### src/rtl/cpu_pkg.sv
// cpu_pkg: shared opcodes, flag indices, multiplier states and datapath defaults
package cpu_pkg;
   localparam int DEF_WIDTH   = 16;
   localparam int DEF_RADDR_W = 4;
   localparam int NVZ_N = 2;
   localparam int NVZ_V = 1;
   localparam int NVZ_Z = 0;
   typedef enum logic [4:0] {
      OP_ADD = 5'b00000, OP_SUB, OP_AND, OP_OR, OP_XOR, OP_NOOP, OP_MUL, OP_BRANCH,
      OP_IMML, OP_IMMH, OP_LOAD, OP_STORE, OP_DBLOAD, OP_DBSTORE
   } opcode_e;
   typedef enum logic {MUL_IDLE, MUL_BUSY} mul_state_e;
endpackage

### src/rtl/ex_mul.sv
// ex_mul: iterative radix-2 shift-add multiplier, one step per clock, W steps
module ex_mul
   import cpu_pkg::*;
#(
   parameter int W = DEF_WIDTH
) (
   input  logic         iclk,
   input  logic         irst,
   input  logic         start,
   input  logic [W-1:0] a,
   input  logic [W-1:0] b,
   output logic         busy,
   output logic         done,
   output logic [W-1:0] product
);
   localparam int CW = $clog2(W);
   mul_state_e state, state_n;
   logic [CW-1:0] cnt;
   logic [W-1:0] ar, br, acc, step;
   assign busy    = state == MUL_BUSY;
   assign done    = busy && cnt == CW'(W - 1);
   assign step    = br[0] ? ar : '0;
   assign product = acc + step;
   always_comb begin
      state_n = state;
      state_n = (state == MUL_IDLE && start) ? MUL_BUSY : done ? MUL_IDLE : state;
   end
   always_ff @(posedge iclk) begin
      state <= irst ? MUL_IDLE : state_n;
   end
   always_ff @(posedge iclk) begin
      if (state == MUL_IDLE && start) begin
         ar  <= a;
         br  <= b;
         acc <= '0;
         cnt <= '0;
      end else if (busy) begin
         acc <= product;
         ar  <= ar << 1;
         br  <= br >> 1;
         cnt <= cnt + 1'b1;
      end
   end
endmodule

### src/rtl/execute_stage.sv
// execute_stage: EX stage with forwarding, ALU, NVZ flags; iterative MUL built only when EX_MUL_EN is defined
module execute_stage
   import cpu_pkg::*;
#(
   parameter int WIDTH   = DEF_WIDTH,
   parameter int RADDR_W = DEF_RADDR_W
) (
   input  logic               iclk,
   input  logic               irst,
   input  logic [WIDTH-1:0]   iData1,
   input  logic [WIDTH-1:0]   iData2,
   input  logic [WIDTH-1:0]   iImm,
   input  logic [4:0]         iOpcode,
   input  logic               iALUSrc,
   input  logic [RADDR_W-1:0] iSr1,
   input  logic [RADDR_W-1:0] iSr2,
   input  logic               iWriteReg,
   input  logic               iMemtoReg,
   input  logic               iBustoReg,
   input  logic               iMemRead,
   input  logic               iMemWrite,
   input  logic               iBusWrite,
   input  logic [RADDR_W-1:0] iWriteRegAddr,
   input  logic               iWbWrite,
   input  logic [RADDR_W-1:0] iWbAddr,
   input  logic [WIDTH-1:0]   iWbData,
   output logic [WIDTH-1:0]   oResult,
   output logic [WIDTH-1:0]   oStoreData,
   output logic               oWriteReg,
   output logic               oMemtoReg,
   output logic               oBustoReg,
   output logic               oMemRead,
   output logic               oMemWrite,
   output logic               oBusWrite,
   output logic [RADDR_W-1:0] oWriteRegAddr,
   output logic [2:0]         oNVZ,
   output logic               oStall
);
   logic [WIDTH-1:0] fa, fb, opb, sum, dif, res, mul_p;
   logic [RADDR_W-1:0] mul_dst;
   logic [5:0] ctl, mul_ctl;
   logic upd, v, bubble, mul_busy, mul_done, ex_fwd_ok;
   assign ex_fwd_ok = oWriteReg && !oMemtoReg && !oBustoReg;
   assign fa  = (ex_fwd_ok && iSr1 != '0 && oWriteRegAddr == iSr1) ? oResult :
                (iWbWrite && iSr1 != '0 && iWbAddr == iSr1) ? iWbData : iData1;
   assign fb  = (ex_fwd_ok && iSr2 != '0 && oWriteRegAddr == iSr2) ? oResult :
                (iWbWrite && iSr2 != '0 && iWbAddr == iSr2) ? iWbData : iData2;
   assign opb = iALUSrc ? iImm : fb;
   assign sum = fa + opb;
   assign dif = fa - opb;
   assign ctl = {iWriteReg, iMemtoReg, iBustoReg, iMemRead, iMemWrite, iBusWrite};
   always_comb begin
      res    = '0;
      upd    = 1'b0;
      v      = 1'b0;
      bubble = 1'b0;
      case (iOpcode)
         OP_ADD: begin
            res = sum;
            upd = 1'b1;
            v   = (fa[WIDTH-1] == opb[WIDTH-1]) && (sum[WIDTH-1] != fa[WIDTH-1]);
         end
         OP_SUB: begin
            res = dif;
            upd = 1'b1;
            v   = (fa[WIDTH-1] != opb[WIDTH-1]) && (dif[WIDTH-1] != fa[WIDTH-1]);
         end
         OP_AND: begin
            res = fa & opb;
            upd = 1'b1;
         end
         OP_OR: begin
            res = fa | opb;
            upd = 1'b1;
         end
         OP_XOR: begin
            res = fa ^ opb;
            upd = 1'b1;
         end
         OP_IMML: res = iImm;
         OP_IMMH: res = iImm | (fa & WIDTH'(16'h00FF));
         OP_LOAD, OP_STORE, OP_DBLOAD, OP_DBSTORE: res = fa;
         default: bubble = 1'b1;
      endcase
   end
`ifdef EX_MUL_EN
   logic mul_start;
   assign mul_start = iOpcode == OP_MUL && !mul_busy;
   assign oStall    = !irst && (mul_busy ? !mul_done : mul_start);
   ex_mul #(.W(WIDTH)) u_mul (
      .iclk    (iclk),
      .irst    (irst),
      .start   (mul_start),
      .a       (fa),
      .b       (opb),
      .busy    (mul_busy),
      .done    (mul_done),
      .product (mul_p)
   );
   always_ff @(posedge iclk) begin
      if (mul_start) begin
         mul_ctl <= ctl;
         mul_dst <= iWriteRegAddr;
      end
   end
`else
   assign mul_busy = 1'b0;
   assign mul_done = 1'b0;
   assign mul_p    = '0;
   assign mul_ctl  = '0;
   assign mul_dst  = '0;
   assign oStall   = 1'b0;
`endif
   always_ff @(posedge iclk) begin
      if (irst) begin
         oResult <= '0;
         oStoreData <= '0;
         {oWriteReg, oMemtoReg, oBustoReg, oMemRead, oMemWrite, oBusWrite} <= '0;
         oWriteRegAddr <= '0;
         oNVZ <= '0;
      end else if (mul_done) begin
         oResult <= mul_p;
         {oWriteReg, oMemtoReg, oBustoReg, oMemRead, oMemWrite, oBusWrite} <= mul_ctl;
         oWriteRegAddr <= mul_dst;
         oNVZ[NVZ_N] <= mul_p[WIDTH-1];
         oNVZ[NVZ_V] <= 1'b0;
         oNVZ[NVZ_Z] <= mul_p == '0;
      end else if (mul_busy || bubble) begin
         {oWriteReg, oMemtoReg, oBustoReg, oMemRead, oMemWrite, oBusWrite} <= '0;
         oWriteRegAddr <= '0;
      end else begin
         oResult <= res;
         oStoreData <= fb;
         {oWriteReg, oMemtoReg, oBustoReg, oMemRead, oMemWrite, oBusWrite} <= ctl;
         oWriteRegAddr <= iWriteRegAddr;
         if (upd) begin
            oNVZ[NVZ_N] <= res[WIDTH-1];
            oNVZ[NVZ_V] <= v;
            oNVZ[NVZ_Z] <= res == '0;
         end
      end
   end
endmodule
### config.mk
export PLATFORM = sky130hd
export DESIGN_NAME = execute_stage
export DESIGN_NICKNAME = d
export VERILOG_FILES = /design/src/rtl/cpu_pkg.sv /design/src/rtl/ex_mul.sv /design/src/rtl/execute_stage.sv
export SDC_FILE = /design/constraint.sdc
export NUM_CORES = 1
export LEC_CHECK = 0
export BUFFER_PORTS_ARGS = -buffer_cell sky130_fd_sc_hd__clkbuf_2
export CAP_MARGIN = 20
export CORE_MARGIN = 3
export CORE_UTILIZATION = 55
export CTS_BUF_LIST = sky130_fd_sc_hd__clkbuf_4 sky130_fd_sc_hd__clkbuf_8 sky130_fd_sc_hd__clkbuf_16
export CTS_CLUSTER_SIZE = 20
export DETAILED_ROUTE_END_ITERATION = 8
export MAX_ROUTING_LAYER = met4
export PLACE_DENSITY_LB_ADDON = 0.15
export SLEW_MARGIN = 20
export SYNTH_ARGS = -nofsm -noshare
export SYNTH_HDL_FRONTEND = slang
export SYNTH_SLANG_ARGS = --single-unit
### constraint.sdc
create_clock -name iclk -period 6.8 [get_ports iclk]
set_input_delay 0.34 -clock iclk [delete_from_list [all_inputs] [get_ports iclk]]
set_output_delay 0.34 -clock iclk [all_outputs]
set_load 0.01 [all_outputs]
==> results.toml, run 1 <==
[clocking]
postCtsSetupBuffers = 0
cts.clk_slew.worst_paths_ns = 0.08
cts_max_path_buffers = 2
cts_tree = "built"
cts_root_buffer = "clkbuf_8"
clkSinkCount = 45
ctsResizeCount = 0
insertion_delay_ns = 0.30
cts_buffers = 5
postCtsHoldBufs = 0
htreeDepth = 2

[worst_setup_path]
path_max_fanout = 32
path_delay_family = "simple AND/OR/NAND/NOR gates"
endpoint_kind = "flip-flop"
r2r-start = "oWriteRegAddr[2]"
reg2reg_to = "oNVZ[0]"
critPathSlowestCell = "nor4b_1"
max_stage_delay_ns = 0.75
start_kind = "flip-flop"
critical_path_buf_inv_count = 1
crit_arrival_ns = 5.77
r2r_setup_slack_ns = 1.24
rr_worst_depth = 17
crit_required_ns = 7.01
path_class = "reg2reg"
crit_chain = "nor3_1, or3_1, a21o_1, a311oi_1, or2_2, inv_1, ha_1, o21bai_1, nor4b_1, o31ai_1, xnor2_1, a221oi_1, nand4_1, or3_1, nor4b_2, nand4_1, o31ai_2"

[cells_and_area]
drive_above_1_share_pct = 21.7
fillers = 879
diodes = 0
synthToLayoutAreaGrowth_pct = 15.2
fin_nets = 1009

[synth]
syn-num-nets = 900
yosysWarnings = 0
yosys.area.top_type = "dfxtp_1"
async_reset_ff_share_pct = 0
synth_cell_type_count = 77
yosysTopAreaCellShare_pct = 16.4
yosysMostFrequentCell = "nand2_1"
avgSynthCellArea_um2 = 7.30
synth_common_cells = "nand2_1 (73), nor2_1 (70), a21oi_1 (69)"
syn-cell-area_um2 = 5490
synth_top_cells_by_area = "dfxtp_1 (16%), ha_1 (12%), mux2i_1 (7.1%), a21oi_1 (6.3%), nand2_1 (5.0%)"
synthCells = 752
synth_edf_count = 0
synth_seq_cells = 45
ys_seq_area_share_pct = 16.4
ys_dominant_reg_cell = "dfxtp_1"

[hold_path]
holdPathEnd = "oWriteRegAddr[1]"
hold_depth = 2
hold_class = "in2reg"
hp-start = "iWriteRegAddr[1]"

[timing]
skew_ns = 0.0151
drv_slew = 0
rsz0062_at_grt = "false"
setup_viol = 0
max-slew-margin-rel_pct = 24.7
fmax_ghz = 0.180
tns_ns = 0
setup_slack_ns = 1.24
hold_viol = 0
period_share_pct = 81.7
worst_pin_slew_ns = 1.13
finalCriticalPeriod_ns = 5.56

[power_and_ir_drop]
ir_drop_v = 0.000138
power.leakage_nw = 2.91
p_per_area_nw_per_um2 = 148

[route]
first_pass_iters = 5
vias_per_cell = 6.39
antenna_left = 0
routed.top_layer = "met4"
wirelength_mm = 19.9
wl_met2_mm = 8.85
wire_per_inst_um = 20.1
drt_iter0_markers = 725
vias = 6336
met3_length_mm = 2.36
drt-met1-wl_mm = 8.14
drcViolationCount = 0

[grt]
antenna_found_initial = 0
grt_remaining_overflow = 0
gr-usage-all-layers_pct = 36.1
grt_pass1_vias = 6109
grt_pass1_wl_mm = 31.8
grt_max_degree = 38

[flow_run]
drv_cap = 0

[floorplanning]
pin_count = 141
rows = 35
die_width_um = 106
die_area_um2 = 11200
fp.coreArea_um2 = 9460
start_util_pct = 58.0
die_h_um = 106

[place]
routabilityCongestion = 1.01
pre_cts_slack_ns = 1.10
dpl.hpwl_mm = 15.9
io_buffers = 139

[outcome]
status = "finished clean"
[flip-flops by register name, summed over array words and instances, names as in the netlist]
signal	flops
oBusWrite	1
oBustoReg	1
oMemRead	1
oMemWrite	1
oMemtoReg	1
oNVZ	3
oResult	16
oStoreData	16
oWriteReg	1
oWriteRegAddr	4
[metrics by stage]
step / hold slack (ns) / instance area [µm²] / utilization (%) / power, W / instances
floorplan: 0.462 / 5490 / - / 0.000607 / 752
global placement: 0.479 / 6230 / 65.9 / 0.000744 / 983
detailed placement: 0.490 / 6240 / 65.9 / 0.000753 / 983
CTS: 0.232 / 6330 / 66.9 / 0.000921 / 991
global route: 0.224 / 6330 / 66.9 / 0.000990 / 991
finish: 0.239 / 6330 / 66.9 / 0.000934 / 991
[layout by cell type (no fill, tap or decap), types with 5 or more instances in the layout]
cell and instances:
ha_1 52, or3_1 13, a211oi_1 7, nor3_1 19, nand4_1 8, nand2b_1 8
mux2i_1 39, xnor2_1 21, o21ai_0 29, nand2_1 73, a31oi_1 10, nand3_1 17
a221oi_1 12, o2111ai_1 5, and2_1 16, a22oi_1 9, nor4_1 5, dfxtp_1 45
nor2b_1 7, buf_4 5, a21o_1 11, nor2_1 68, clkbuf_2 139, or2_2 6
o211ai_1 9, clkbuf_8 5, and3_1 5, inv_1 48, a21oi_1 69, o31ai_1 5
o21bai_1 8, xor2_1 6
[how the worst max path moves through the flow]
| stage | startpoint | end | cells past startpoint |
|---|---|---|---|
| final | oWriteRegAddr[2] | oNVZ[0] | 17 |
| after CTS | oWriteRegAddr[2] | oNVZ[0] | 17 |
| after floorplan | iWbAddr[3] | oNVZ[0] | 20 |
| after detailed placement | iSr2[0] | oNVZ[0] | 21 |
| after global routing | oWriteReg | oNVZ[0] | 17 |
| after global placement | iSr1[2] | oNVZ[0] | 16 |
[layout make-up]
class	instances	area, µm²	share of cell area, %
Inverter	49	184	2.91
Multi-Input combinational cell	616	4260	67.3
Clock buffer	6	76.3	1.21
Tap cell	129	161	2.55
Sequential cell	45	901	14.2
Timing Repair Buffer	144	733	11.6
Clock inverter	2	15.0	0.237
[cell families (layout without fill, tap and decap cells)]
kind of cell / Yosys count / after routing / share of synthesized area (%)
AO/OA/AOI/OAI: 224 / 224 / 28.3
AND/OR/NAND/NOR: 268 / 268 / 24.1
buffers and inverters: 91 / 201 / 6.65
flip-flops: 45 / 45 / 16.4
XOR/XNOR: 27 / 27 / 4.31
other: 1 / 1 / 0.0683
adder cells (fa/ha/maj): 53 / 53 / 12.2
multiplexers: 43 / 43 / 7.93
[per-layer routing]
metal / GRT usage, % / up-vias
met4: 10.8 / 0
met2: 56.1 / 443
met1: 48.3 / 2893
met3: 6.19 / 65
li1: - / 2935
met5: - / -
[power breakdown]
group / switching [W] / internal (W)
registers: 0.0000190 / 0.000283
logic: 0.000287 / 0.000177
clock network: 0.0000925 / 0.0000765
total: 0.000398 / 0.000536
No activity file was read; power rests on OpenSTA's default activity.
==> run 2: changes to the inputs <==
--- a/config.mk
+++ b/config.mk
@@ -8,7 +8,7 @@
 export BUFFER_PORTS_ARGS = -buffer_cell sky130_fd_sc_hd__clkbuf_2
 export CAP_MARGIN = 20
 export CORE_MARGIN = 3
-export CORE_UTILIZATION = 55
+export CORE_UTILIZATION = 50
 export CTS_BUF_LIST = sky130_fd_sc_hd__clkbuf_4 sky130_fd_sc_hd__clkbuf_8 sky130_fd_sc_hd__clkbuf_16
 export CTS_CLUSTER_SIZE = 20
 export DETAILED_ROUTE_END_ITERATION = 8
==> constraint.sdc (replaced) <==
create_clock -name iclk -period 5 [get_ports iclk]
set_input_delay 0.25 -clock iclk [delete_from_list [all_inputs] [get_ports iclk]]
set_output_delay 0.25 -clock iclk [all_outputs]
set_load 0.01 [all_outputs]
==> results.toml, run 2 (same netlist as run 1, synthesis figures left out) <==
[outcome]
status = "finished clean"

[clocking]
postCtsSetupBuffers = 0
cts_buffers = 5
postCtsHoldBufs = 0
htreeDepth = 2
clkSinkCount = 45
cts_root_buffer = "clkbuf_8"
cts_max_path_buffers = 2
insertion_delay_ns = 0.31
cts.clk_slew.worst_paths_ns = 0.09
cts_tree = "built"

[grt]
grt_remaining_overflow = 0
grt_pass1_vias = 6168
grt_max_degree = 38
grt_pass1_wl_mm = 33.0
gr-usage-all-layers_pct = 33.7
antenna_found_initial = 0

[power_and_ir_drop]
p_per_area_nw_per_um2 = 207
ir_drop_v = 0.000258
p_sw_share_pct = 41.2
power.leakage_nw = 3.10
seq_power_share_pct = 30.0
p_int_w = 0.000806
netSwitchingPower_w = 0.000564
combPwrFrac_pct = 48.5
p_clk_share_pct = 21.5

[worst_setup_path]
worstSetupEndpoint = "oNVZ[0]"
path_max_fanout = 4
rr_worst_depth = 18
crit_required_ns = 5.23
start_kind = "flip-flop"
endpoint_kind = "flip-flop"
reg2reg_to = "oNVZ[0]"
path_class = "reg2reg"
crit_arrival_ns = 4.96
crit_path_start = "oWriteRegAddr[2]"
r2r-start = "oWriteRegAddr[2]"
r2r_setup_slack_ns = 0.27

[timing]
skew_ns = 0.00716
tns_ns = 0
worst_pin_slew_ns = 0.998
finalCriticalPeriod_ns = 4.73
setup_viol = 0
period_share_pct = 94.7
max-slew-margin-rel_pct = 33.1
hold_viol = 0
rsz0062_at_grt = "false"
fmax_ghz = 0.211
whs_ns = 0.136
drv_slew = 0

[cells_and_area]
fin_nets = 1041
final_cell_mix = "clkbuf_2 (139), nand2_1 (73), nor2_1 (69)"
largestRegisters = "oResult (16), oStoreData (16), oWriteRegAddr (4)"
synthToLayoutAreaGrowth_pct = 20.7
diodes = 0
layout_commonest_cell = "clkbuf_2"
drive_above_1_share_pct = 24.8
postLayoutCoreUtil_pct = 63.1

[route]
drt-met1-wl_mm = 8.75
vias = 6478
wl_met2_mm = 9.48
wire_per_inst_um = 20.3
met3_length_mm = 2.08
routed.top_layer = "met4"
vias_per_cell = 6.29
drt_iter0_markers = 653
drcViolationCount = 0
first_pass_iters = 5
antenna_left = 0
wirelength_mm = 20.9

[floorplanning]
die_area_um2 = 12300
die_width_um = 111
start_util_pct = 52.2
fp.coreArea_um2 = 10500
rows = 37
die_h_um = 111
pin_count = 141

[place]
routabilityCongestion = 1.01
io_buffers = 139
dpl.hpwl_mm = 17.0

[flow_run]
drv_cap = 0

[hold_path]
hold_class = "in2reg"
-- run 2: cell types whose count changed in the layout (fill, tap and decap cells not counted), sizes merged --
cell	previous run	this run
bufinv	0	1
clkinv	0	1
clkinvlp	2	0
buf	5	37
-- run 2: worst min-delay path by stage --
stage,startpoint,endpoint,cells after the start
2_1_floorplan,iBusWrite,oBusWrite,1
3_3_place_gp,iWriteRegAddr[2],oWriteRegAddr[2],2
3_5_place_dp,iWriteRegAddr[1],oWriteRegAddr[1],2
4_1_cts,iBusWrite,oBusWrite,2
5_1_grt,iWriteRegAddr[2],oWriteRegAddr[2],2
6_report,iWriteRegAddr[1],oWriteRegAddr[1],2
-- run 2: metrics by stage --
step,instances,instance area (µm²),setup slack (ns),power (W)
3_3_place_gp,1022,6490,0.235,0.00105
4_1_cts,1030,6610,0.223,0.00135
5_1_grt,1030,6630,0.00773,0.00145
3_5_place_dp,1022,6490,0.0677,0.00106
2_1_floorplan,752,5490,0.221,0.000825
6_report,1030,6630,0.267,0.00137
-- run 2: repair_timing --
action                                 CTS  global route
setup endpoints to repair                0             1
resized for setup                        0             5
endpoints found under the hold margin    0             0
-- run 2: layer usage --
metal	vias up	global-route usage [%]
li1	3014	-
met1	3034	44.7
met2	374	53.6
met3	56	5.13
met4	0	8.87
met5	-	-
-- run 2: worst max-delay path, cell delays in order (launching register included) --
cell	delay (ns)
dfxtp_1	0.43
nor3_1	0.08
or3_1	0.32
a211oi_1	0.29
a311oi_1	0.11
buf_4	0.17
or2_2	0.36
fa_1	0.47
a21oi_2	0.22
o211ai_1	0.17
a2111oi_1	0.41
nand2_1	0.10
a221oi_1	0.22
buf_4	0.17
nand4_1	0.12
or3_1	0.38
nor4b_2	0.26
nand4_1	0.15
o31ai_2	0.23
-- run 2: area by class of cell --
class / count / area (µm²)
multi-input cells: 616 / 4270
inverters: 49 / 184
well taps: 136 / 170
flip-flops and latches: 45 / 901
clock inverters: 2 / 38.8
clock buffers: 6 / 76.3
fillers: 975 / 3880
repair buffers: 176 / 986
-- run 2: power groups by stage --
stage                     clock, W  combinational [W]  sequential, W
after detailed placement         0           0.000643       0.000418
after floorplan                  0           0.000402       0.000423
final                     0.000294           0.000665       0.000411
after global placement           0           0.000637       0.000417
after global routing      0.000307           0.000725       0.000415
after CTS                 0.000296           0.000647       0.000410
==> run 3: changes to the inputs <==
--- a/config.mk
+++ b/config.mk
@@ -7,7 +7,7 @@
 export LEC_CHECK = 0
 export BUFFER_PORTS_ARGS = -buffer_cell sky130_fd_sc_hd__clkbuf_2
 export CAP_MARGIN = 20
-export CORE_MARGIN = 3
+export CORE_MARGIN = 5
 export CORE_UTILIZATION = 50
 export CTS_BUF_LIST = sky130_fd_sc_hd__clkbuf_4 sky130_fd_sc_hd__clkbuf_8 sky130_fd_sc_hd__clkbuf_16
 export CTS_CLUSTER_SIZE = 20
==> results.toml, run 3 (same netlist as run 1, synthesis figures left out) <==
[worst_setup_path]
crit_required_ns = 5.24
endpoint_kind = "flip-flop"
crit_arrival_ns = 5.02
start_kind = "flip-flop"
max_stage_delay_ns = 0.51
crit_chain = "and2_1, a21oi_4, or2_1, buf_4, nor2_1, a21oi_1, ha_1, inv_1, o21ai_0, a311oi_1, nand2_1, o2111ai_1, a221o_1, or3_1, nor4b_2, nand4_1, o31ai_2"
path_delay_family = "compound AO/OA/AOI/OAI gates"
path_max_fanout = 24
critical_path_buf_inv_count = 2
critPathSlowestCell = "ha_1"
path_class = "reg2reg"

[route]
drt_iter0_markers = 567
first_pass_iters = 5
vias = 6383
vias_per_cell = 6.15
antenna_left = 0
wirelength_mm = 20.7
drcViolationCount = 0
wire_per_inst_um = 19.9

[place]
dpl.hpwl_mm = 16.6
io_buffers = 139
placed_area_um2 = 6510
routabilityCongestion = 0.937
pre_cts_slack_ns = -0.0227

[timing]
setup_viol = 0
setup_slack_ns = 0.218
max-slew-margin-rel_pct = 38.1
drv_slew = 0
rsz0062_at_grt = "false"
finalCriticalPeriod_ns = 4.78
hold_viol = 0
tns_ns = 0
period_share_pct = 95.6
whs_ns = 0.133
skew_ns = 0.00680
worst_pin_slew_ns = 0.920
fmax_ghz = 0.209

[floorplanning]
die_width_um = 115
die_h_um = 115
fp.coreArea_um2 = 10800
start_util_pct = 50.9
rows = 38
pin_count = 141
die_area_um2 = 13200

[clocking]
cts_tree = "built"
clkSinkCount = 45
htreeDepth = 2
cts.clk_slew.worst_paths_ns = 0.09
cts_max_path_buffers = 2
insertion_delay_ns = 0.31
cts_buffers = 5
cts_root_buffer = "clkbuf_8"

[cells_and_area]
fin_nets = 1045
seqCellArea_um2 = 901
final_area_um2 = 6660
synthToLayoutAreaGrowth_pct = 21.2
final_cell_mix = "clkbuf_2 (139), nand2_1 (73), nor2_1 (69)"
largestRegisters = "oResult (16), oStoreData (16), oWriteRegAddr (4)"
multiInputGateArea_um2 = 4270
layout_commonest_cell = "clkbuf_2"
diodes = 0
drive_above_1_share_pct = 25.3
fillers = 967

[grt]
gr-usage-all-layers_pct = 31.5
grt_pass1_wl_mm = 32.2
grt_pass1_vias = 6262
antenna_found_initial = 0
grt_max_degree = 38
grt_remaining_overflow = 0

[power_and_ir_drop]
p_clk_share_pct = 21.1
power.leakage_nw = 3.10
seq_power_share_pct = 30.1
combPwrFrac_pct = 48.8
netSwitchingPower_w = 0.000561
p_per_area_nw_per_um2 = 205
ir_drop_v = 0.000218
p_int_w = 0.000801
p_sw_share_pct = 41.2

[flow_run]
drv_cap = 0

[hold_path]
hold_class = "in2reg"

[outcome]
status = "finished clean"
## run 3: cell count changes in the layout (fill, tap and decap cells not counted), sizes merged
cell and change:
clkinvlp +1, buf +4, clkbuf -1
## run 3: through the flow
stage / utilization, % / total power (W) / std cells
after floorplan: - / 0.000825 / 752
after global placement: 60.3 / 0.00105 / 1030
after detailed placement: 60.3 / 0.00106 / 1030
after CTS: 61.4 / 0.00135 / 1038
after global routing: 61.7 / 0.00144 / 1038
final: 61.7 / 0.00136 / 1038
## run 3: power by group through the flow
stage	Clock (W)	Combinational (W)	Sequential, W
2_1_floorplan	0	0.000402	0.000423
3_3_place_gp	0	0.000632	0.000417
3_5_place_dp	0	0.000641	0.000417
4_1_cts	0.000294	0.000645	0.000409
5_1_grt	0.000307	0.000720	0.000414
6_report	0.000288	0.000664	0.000410
## run 3: area by class of cell
cell class | count | area share [%]
multi-input combinational | 616 | 64.2
timing repair buffer | 180 | 15.1
sequential | 45 | 13.5
inverter | 49 | 2.76
tap | 140 | 2.63
clock buffer | 5 | 1.03
clock inverter | 3 | 0.695
## run 3: what timing repair did
item                                    4_1_cts  5_1_grt
hold buffers                                  0        0
buffers inserted                              0        0
gates resized for setup                       0        8
endpoints found under the setup margin        0        1
## run 3: worst reg2reg max path, delay by kind of cell, from the launching register on
| family | cells | cell delay [ns] |
|---|---|---|
| AOI/OAI and AO/OA | 7 | 2.03 |
| adders and majority gates | 1 | 0.51 |
| buffers and inverters | 2 | 0.46 |
| DFF | 1 | 0.35 |
| and+or+nand+nor | 7 | 1.37 |
## run 3: final timing paths
path	endpoint	from	depth (start not counted)	slack, ns
min	oWriteRegAddr[0]	iWriteRegAddr[0]	2	0.13
max reg2reg	oNVZ[0]	oWriteRegAddr[1]	17	0.22
max	oNVZ[0]	oWriteRegAddr[1]	17	0.22
min reg2reg	oResult[0]	oResult[0]	2	0.50
## run 3: layer usage
metal	global-route usage, %	wire length [µm]	up-vias
met3	4.79	1900	42
met5	-	0	-
met2	49.7	9500	325
li1	-	-	3018
met4	10.5	533	0
met1	41.3	8780	2998
